**src/rtl/ieee754_add_arbiter_pkg.sv**
```systemverilog
// Shared constants, requester ID encodings and the result payload type.
package ieee754_add_arbiter_pkg;

  localparam int unsigned FP_W     = 32;
  localparam int unsigned EXP_W    = 8;
  localparam int unsigned FRAC_W   = 23;
  localparam int unsigned SIGN_BIT = 31;
  localparam int unsigned MANT_W   = FRAC_W + 1;

  localparam logic ID_REQ0 = 1'b0;
  localparam logic ID_REQ1 = 1'b1;

  typedef struct packed {
    logic [FP_W-1:0] data;
    logic            id;
    logic            sign_err;
  } res_t;

endpackage

```
**src/rtl/ieee754_add_arbiter_rr.sv**
```systemverilog
// Two-way round-robin arbiter: combinational grant plus the priority register.
// Ports: clk, rst (sync, active high); valid0/valid1 requests; can_accept from
// the output stage; grant0_c/grant1_c combinational grants.
module rr_arbiter2 #(
  parameter logic PRIO_INIT = 1'b0
) (
  input  logic clk,
  input  logic rst,
  input  logic valid0,
  input  logic valid1,
  input  logic can_accept,
  output logic grant0_c,
  output logic grant1_c
);

  logic prio_q, prio_d;

  // Grant and priority update; priority only moves on an actual accept.
  always_comb begin
    grant0_c = valid0 & (~valid1 | ~prio_q);
    grant1_c = valid1 & (~valid0 | prio_q);
    prio_d   = prio_q;
    if (can_accept & grant0_c) begin
      prio_d = 1'b1;
    end else if (can_accept & grant1_c) begin
      prio_d = 1'b0;
    end
  end

  always_ff @(posedge clk) begin
    if (rst) prio_q <= PRIO_INIT;
    else     prio_q <= prio_d;
  end

endmodule

```
**src/rtl/ieee754_adder.sv**
```systemverilog
// Combinational single-precision adder for positive operands.
// Sign bits are ignored, the aligned smaller operand is truncated (no rounding),
// and NaN/Inf are not handled.
// Ports: a, b operands; sum_c = |a| + |b| (sign bit always 0).
module ieee754_adder
  import ieee754_add_arbiter_pkg::*;
(
  input  logic [FP_W-1:0] a,
  input  logic [FP_W-1:0] b,
  output logic [FP_W-1:0] sum_c
);

  logic [EXP_W-1:0]  ea, eb, e_big, e_small, e_diff, e_res;
  logic [MANT_W-1:0] ma, mb, m_big, m_small, m_shift;
  logic [MANT_W:0]   m_sum;
  logic [FRAC_W-1:0] f_res;

  always_comb begin
    // Zero/denormal operands carry no hidden bit and sit at effective exponent 1.
    ea = (a[FP_W-2:FRAC_W] == '0) ? EXP_W'(1) : a[FP_W-2:FRAC_W];
    eb = (b[FP_W-2:FRAC_W] == '0) ? EXP_W'(1) : b[FP_W-2:FRAC_W];
    ma = {|a[FP_W-2:FRAC_W], a[FRAC_W-1:0]};
    mb = {|b[FP_W-2:FRAC_W], b[FRAC_W-1:0]};
    if (ea >= eb) begin
      e_big = ea; e_small = eb; m_big = ma; m_small = mb;
    end else begin
      e_big = eb; e_small = ea; m_big = mb; m_small = ma;
    end
    e_diff  = e_big - e_small;
    m_shift = m_small >> e_diff;
    m_sum   = {1'b0, m_big} + {1'b0, m_shift};
    if (m_sum[MANT_W]) begin
      e_res = e_big + EXP_W'(1);
      f_res = m_sum[FRAC_W:1];
    end else begin
      // Without a hidden bit the sum is denormal and encodes with exponent 0.
      e_res = m_sum[FRAC_W] ? e_big : '0;
      f_res = m_sum[FRAC_W-1:0];
    end
    sum_c = {1'b0, e_res, f_res};
  end

endmodule

```
**src/rtl/ieee754_add_arbiter.sv**
```systemverilog
// Shares one ieee754_adder between two valid/ready requesters with round-robin
// arbitration; the sum is registered with a requester ID and a sign flag, and
// output handshakes are counted.
// Ports: clk, rst (sync, active high); req{0,1}_valid/_ready/_a/_b requester
// handshakes; res_valid/res_ready/res_data/res_id/res_sign_err result
// handshake; op_count wrapping count of output handshakes.
module ieee754_add_arbiter
  import ieee754_add_arbiter_pkg::*;
#(
  parameter logic        PRIO_INIT = 1'b0,
  parameter int unsigned COUNT_W   = 16
) (
  input  logic               clk,
  input  logic               rst,
  input  logic               req0_valid,
  output logic               req0_ready,
  input  logic [FP_W-1:0]    req0_a,
  input  logic [FP_W-1:0]    req0_b,
  input  logic               req1_valid,
  output logic               req1_ready,
  input  logic [FP_W-1:0]    req1_a,
  input  logic [FP_W-1:0]    req1_b,
  output logic               res_valid,
  input  logic               res_ready,
  output logic [FP_W-1:0]    res_data,
  output logic               res_id,
  output logic               res_sign_err,
  output logic [COUNT_W-1:0] op_count
);

  logic               can_accept_c, grant0_c, grant1_c;
  logic [FP_W-1:0]    op_a_c, op_b_c, sum_c;
  res_t               res_q, res_d;
  logic               res_valid_q, res_valid_d;
  logic [COUNT_W-1:0] op_count_q, op_count_d;

  // The output register may be refilled in the same cycle it drains.
  assign can_accept_c = ~res_valid_q | res_ready;

  rr_arbiter2 #(.PRIO_INIT(PRIO_INIT)) u_arb (
    .clk        (clk),
    .rst        (rst),
    .valid0     (req0_valid),
    .valid1     (req1_valid),
    .can_accept (can_accept_c),
    .grant0_c   (grant0_c),
    .grant1_c   (grant1_c)
  );

  assign req0_ready = grant0_c & can_accept_c;
  assign req1_ready = grant1_c & can_accept_c;

  assign op_a_c = grant1_c ? req1_a : req0_a;
  assign op_b_c = grant1_c ? req1_b : req0_b;

  ieee754_adder u_add (
    .a     (op_a_c),
    .b     (op_b_c),
    .sum_c (sum_c)
  );

  // Output register and counter next state.
  always_comb begin
    res_d       = res_q;
    res_valid_d = res_valid_q;
    op_count_d  = op_count_q;
    if (res_valid_q & res_ready) begin
      res_valid_d = 1'b0;
      op_count_d  = op_count_q + COUNT_W'(1);
    end
    if (req0_ready | req1_ready) begin
      res_valid_d    = 1'b1;
      res_d.data     = sum_c;
      res_d.id       = req1_ready ? ID_REQ1 : ID_REQ0;
      res_d.sign_err = op_a_c[SIGN_BIT] | op_b_c[SIGN_BIT];
    end
  end

  always_ff @(posedge clk) begin
    if (rst) begin
      res_q       <= '0;
      res_valid_q <= 1'b0;
      op_count_q  <= '0;
    end else begin
      res_q       <= res_d;
      res_valid_q <= res_valid_d;
      op_count_q  <= op_count_d;
    end
  end

  assign res_valid    = res_valid_q;
  assign res_data     = res_q.data;
  assign res_id       = res_q.id;
  assign res_sign_err = res_q.sign_err;
  assign op_count     = op_count_q;

endmodule

```
**config.mk**
```make
export PLATFORM = sky130hd
export DESIGN_NAME = ieee754_add_arbiter
export DESIGN_NICKNAME = d
export VERILOG_FILES = /design/src/rtl/ieee754_add_arbiter_pkg.sv /design/src/rtl/ieee754_add_arbiter_rr.sv /design/src/rtl/ieee754_adder.sv /design/src/rtl/ieee754_add_arbiter.sv
export SDC_FILE = /design/constraint.sdc
export NUM_CORES = 1
export LEC_CHECK = 0
export ABC_AREA = 1
export BUFFER_PORTS_ARGS = -buffer_cell sky130_fd_sc_hd__buf_4
export CORE_UTILIZATION = 55
export CTS_CLUSTER_SIZE = 10
export DETAILED_ROUTE_END_ITERATION = 10
export GPL_ROUTABILITY_DRIVEN = 0
export PLACE_DENSITY = 0.9
export SLEW_MARGIN = 20
export SYNTH_ARGS = -nofsm -noshare
export SYNTH_HDL_FRONTEND = slang
export SYNTH_SLANG_ARGS = --single-unit
```
**constraint.sdc**
```tcl
create_clock -name clk -period 8.19 [get_ports clk]
set_input_delay 1.2285 -clock clk [delete_from_list [all_inputs] [get_ports clk]]
set_output_delay 1.2285 -clock clk [all_outputs]
set_load 0.02 [all_outputs]
```
==> out/qor.txt, run 1 <==
Synthesized Nets: 1,437
Syn. warnings: 0
Worst Path Required: 8370 ps
Pre-CTS setup slack: -39.1 ps
Vias in the first global route: 7,820
Drt via density: 5.54
Leak Pwr: 4.73 nW
NetSw: 1.35 mW
CORE AREA: 12,700 µm²
Placed cell areas: 8560 µm²
Critical-path top delay cell: ha_1
Post-Synthesis Cell Area: 7190 µm²
Pins over their slew limit: 0
Final min period: 7560 ps
Syn avg cell area: 5.67 µm²
Non-Filler Instances: 1,594
Critical-path maximum fanout: 14
P&R area growth vs syn: 23.2%
WS Path Type: primary input to register
Cts hold-fix bufs: 0
Starting Density: 56.7%
Global-route wire length before repair: 33.2 mm
Share of power burned in registers: 13.3%
Int Power: 1.14 mW
Fmax: 0.132 GHz
Reg clk slew, reported paths: 60 ps
Vias: 8,828
Logic pwr share: 77.1%
EDFF count, synth: 0
Largest net degree at the start of global routing: 86
IO buf count: 184
Design area: 8860 µm²
Routed WL per cell: 13.1 µm
Sequential fraction of the synthesis area: 14.2%
Post-synth ARST share: 0%
Clock network fraction of design power: 9.6%
Ant. Diodes: 0
Initial antenna violation count: 0
Pwr dens: 281 nW/µm²
DIE AREA: 13,500 µm²
Sw Ratio: 54.3%
DRC: 0
Post-route setup slack: 629 ps
Synth top area share: 19.9%
Min Hold Slack: 464 ps
Layout cells sized above 1: 21.2%
Worst-Skew Late Latency: 290 ps
CP dominant cell by count: nand2_1
Setup total negative slack: 0 ps
CTS tree: yes
Maximum root-to-sink buffer count: 2
CTS Buf Count: 5
Final setup viols: 0
CP max stage delay: 390 ps
Seq cells post-synth: 51
Routed WL: 20.9 mm
Status: completed
Die Y: 116 µm
Placed Cells: 1,575
Clk root buf: clkbuf_16
GR Util All Layers: 29.8%
Synth area leader: nand2_1
DPL Wire Length: 16.4 mm
Clock sink count: 51
Worst EP arrival: 7740 ps
Slew @ Worst Pin: 674 ps
Final period utilization: 92.3%
Site Rows: 41
Worst setup EP type: register
H-tree depth: 2
HP Class: register to register
Antenna-violating nets left: 0
Top_reg_cell synth: dfxtp_1
Drt pass-1 iters: 5
Die Wd: 116 µm
Post-synthesis cell type count: 54
Final Hold Viols: 0
Top post-synthesis cells by area: nand2_1 (20%), dfxtp_1 (14%), nand3_1 (10%)
Grt total ovfl: 0
Layout Skew: 6.58 ps
Post-layout util: 69.9%
Io pins: 186
Max-slew headroom: 54.6%
Initial DRC count: 741
Synth Instances: 1,268
Startpoint types: primary input
Tot Pwr: 2.49 mW
VDD IR-drop max: 124 µV
# nets final: 1,590
# Max-Cap Violations: 0
[final cells by class]
type | count | area, µm²
clock buffers | 5 | 125
clock inverters | 3 | 46.3
fillers | 1110 | 3810
inverters | 145 | 548
multi-input cells | 1012 | 5350
flip-flops and latches | 51 | 1020
well taps | 172 | 215
repair buffers | 205 | 1540
repair inverters | 1 | 5.00
[worst paths after layout]
| kind | cells after the start | from | to | slack (ps) |
|---|---|---|---|---|
| setup / recovery | 45 | req0_valid | res_data[30] | 630 |
| hold reg to reg | 2 | res_id | res_id | 460 |
| hold / removal | 2 | res_id | res_id | 460 |
| setup reg to reg | 51 | u_arb.prio_q | res_data[30] | 1360 |
[per-layer routing]
metal | track usage, % | up-vias | share of wire (%)
met4 | 16.2 | 0 | 5.2
met3 | 3.89 | 82 | 6.0
li1 | - | 4479 | -
met1 | 33.8 | 3915 | 40
met5 | 0 | - | 0
met2 | 54.0 | 352 | 49
[state kept, by name (all words and copies together), names as in the netlist]
| register | flops |
|---|---|
| op_count | 16 |
| u_arb.prio_q | 1 |
| res_sign_err | 1 |
| res_data | 31 |
| res_id | 1 |
| res_valid | 1 |
[cells in the mapped netlist (all sizes together) (18+ instances only)]
master,count
nand2,415
nand3,159
inv,142
o21ai,104
nor2,97
a21oi,72
dfxtp,51
clkbuf,36
ha,35
buf,25
o211ai,18
[placed cells by master, fill, tap and decap left out, drive strengths merged, types with 15 or more instances in the layout]
| cell type | count |
|---|---|
| buf | 205 |
| nand3 | 160 |
| nand2 | 415 |
| o21ai | 104 |
| nand4 | 15 |
| o211ai | 18 |
| nor2 | 97 |
| mux2i | 15 |
| ha | 35 |
| a21oi | 72 |
| inv | 142 |
| dfxtp | 51 |
[power by group through the flow]
| stage | sequential [mW] | combinational, mW | clock (mW) |
|---|---|---|---|
| 2_1_floorplan | 0.396 | 1.35 | 0 |
| 3_3_place_gp | 0.335 | 1.81 | 0 |
| 3_5_place_dp | 0.336 | 1.85 | 0 |
| 4_1_cts | 0.332 | 1.85 | 0.241 |
| 5_1_grt | 0.337 | 2.15 | 0.252 |
| 6_report | 0.331 | 1.92 | 0.239 |
[kinds of logic after synthesis]
logic type | synth area share, %
compound gates | 17.8
xor+xnor | 2.68
fa+ha+maj | 6.37
buf+inv | 11.9
flops | 14.2
mux | 2.09
other cells | 0.0522
simple gates | 44.9
[worst max-delay path: cells and delay by family]
kind	cells	cell delay [ps]
buf+inv	6	500
fa+ha+maj	3	870
compound gates	8	1440
xor+xnor	1	220
simple gates	27	3480
[repair_timing]
item,in CTS,in global routing
resized for setup,0,10
setup endpoints to repair,0,28
hold endpoints to repair,0,0
buffers inserted,0,9
No activity file was read; power rests on OpenSTA's default activity.
==> run 2: changes to the inputs <==
REMOVE_ABC_BUFFERS = 1   (was default)
==> run 2 against run 1 <==
Compared with the run above: clock power shrank 11%; final cell count shrank 0.25%; first-iteration DRC count shrank 0.13%; largest power group unchanged; highest routed layer unchanged.
==> out/qor.txt, run 2 (synthesis gave the netlist of run 1 again) <==
CTS Buf Count: 5 (unchanged)
Post-route setup slack: 584 ps (-45.5 ps)
Slew @ Worst Pin: 839 ps (+166 ps)
Pins over their slew limit: 0 (unchanged)
Grt total ovfl: 0 (unchanged)
Hold endpoint: res_id
R2r startpoint: u_arb.prio_q
Min-delay src: res_id
Most common library cell in the layout ignoring fill and taps: nand2_1
P&R area growth vs syn: 22.6%
IO buf count: 184 (unchanged)
Reg clk slew, reported paths: 70 ps (about the same)
CORE AREA: 12,700 µm² (unchanged)
Worst Path Required: 8370 ps (about the same)
Initial antenna violation count: 0 (unchanged)
Critical-path maximum fanout: 18 (+4)
Leak Pwr: 4.71 nW (-0.39%)
H-tree depth: 2 (unchanged)
VDD IR-drop max: 189 µV (+52%)
Routed WL per cell: 13.2 µm (+0.27%)
Startpoint types: primary input
DPL Wire Length: 16.8 mm (+2.5%)
GR Util All Layers: 30.5% (+0.65 points)
Ant. Diodes: 0 (unchanged)
Status: completed
DRC: 0 (unchanged)
Io pins: 186 (unchanged)
Critical-path top delay cell: fa_1
Worst setup EP type: register
Maximum root-to-sink buffer count: 2 (unchanged)
DIE AREA: 13,500 µm² (unchanged)
Worst EP arrival: 7790 ps (+50 ps)
# Max-Cap Violations: 0 (unchanged)
Highest-count cells in the layout ignoring fill and taps: nand2_1 (381), buf_4 (201), nand3_1 (148)
Final period utilization: 92.9% (+0.56 points)
Worst r2r dst: res_data[20]
Max reg flops: 31 (unchanged)
CP dominant cell by count: nand2_1
Worst-Skew Late Latency: 290 ps (about the same)
Min Hold Slack: 471 ps (+7.14 ps)
WS Path Type: primary input to register
Site Rows: 41 (unchanged)
Clk root buf: clkbuf_16
Die Y: 116 µm (unchanged)
Pre-CTS setup slack: -260 ps (-221 ps)
CTS tree: yes
Drt via density: 5.49 (-0.88%)
Drt pass-1 iters: 5 (unchanged)
Antenna-violating nets left: 0 (unchanged)
WHS Path Cells: 2 (unchanged)
# nets final: 1,586 (-0.25%)
Routed WL: 20.9 mm (about the same)
Starting Density: 56.7% (unchanged)
Vias in the first global route: 7,647 (-2.2%)
Layout Skew: 3.34 ps (-3.24 ps)
Pwr dens: 280 nW/µm² (-0.46%)
Largest net degree at the start of global routing: 73 (-15%)
Global-route wire length before repair: 33.5 mm (+1.1%)
Final min period: 7610 ps (+45.5 ps)
Fmax: 0.131 GHz (-0.60%)
Clock sink count: 51 (unchanged)
Final setup viols: 0 (unchanged)
Internal reg-to-reg setup slack: 1250 ps (-110 ps)
Final Hold Viols: 0 (unchanged)
Max-slew headroom: 43.9% (-11 points)
HP Class: register to register
CP max stage delay: 380 ps (about the same)
Vias: 8,728 (-1.1%)
Layout cells sized above 1: 20.7% (-0.50 points)
R2R cell count: 54 (+5.9%)
Initial DRC count: 740 (-0.13%)
Die Wd: 116 µm (unchanged)
-- run 2: final cells by class --
class / instances / area (µm²)
Multi-Input combinational cell: 1012 / 5350
Fill cell: 1162 / 3860
Timing Repair Buffer: 202 / 1530
Sequential cell: 51 / 1020
Inverter: 145 / 544
Tap cell: 172 / 215
Clock buffer: 6 / 139
Clock inverter: 2 / 16.3
-- run 2: layer usage --
layer	up-vias	global-route usage (%)	routed length [µm]
met4	0	12.6	786
met1	3785	36.7	8690
met2	405	53.4	9600
met3	61	5.24	1850
li1	4477	-	-
met5	-	0	0
-- run 2: power breakdown --
part	switching (mW)	internal (mW)	leakage [nW]	total (mW)
Clock	0.0914	0.122	0.0731	0.213
Combinational	1.23	0.690	4.22	1.92
Sequential	0.0295	0.302	0.420	0.331
Total	1.35	1.11	4.71	2.47
-- run 2: worst max-delay path by stage --
stage                from            to  slack (ps)  depth (start not counted)
2_1_floorplan  req0_valid  res_data[29]       -1960                         43
3_3_place_gp   req1_valid  res_data[19]         160                         55
3_5_place_dp   req1_valid  res_data[20]        -260                         55
4_1_cts        req1_valid  res_data[20]         120                         55
5_1_grt        req1_valid  res_data[20]          -4                         54
6_report       req1_valid  res_data[20]         580                         54
-- run 2: what timing repair did --
action	CTS	global route
cloned	0	1
resized for setup	1	7
buffers inserted	0	2
pin swaps	0	1
hold buffers	0	0
hold endpoints to repair	0	0
setup endpoints to repair	1	14
-- run 2: worst max-delay path: cells and delay by family --
family	cells	cell delay, ps
buffers and inverters	9	830
adder cells (fa/ha/maj)	4	850
AO/OA/AOI/OAI	10	1440
AND/OR/NAND/NOR	31	3420
-- run 2: stage by stage --
| stage | cell area, µm² | util, % | TNS [ps] | std cells | total power [mW] |
|---|---|---|---|---|---|
| after CTS | 8750 | 69.1 | 0 | 1587 | 2.41 |
| after detailed placement | 8590 | 67.8 | -755 | 1579 | 2.19 |
| after global placement | 8590 | 67.8 | 0 | 1579 | 2.16 |
| after floorplan | 6880 | - | -49070 | 1207 | 1.69 |
| final | 8810 | 69.6 | 0 | 1590 | 2.47 |
| after global routing | 8810 | 69.6 | -3.93 | 1590 | 2.71 |
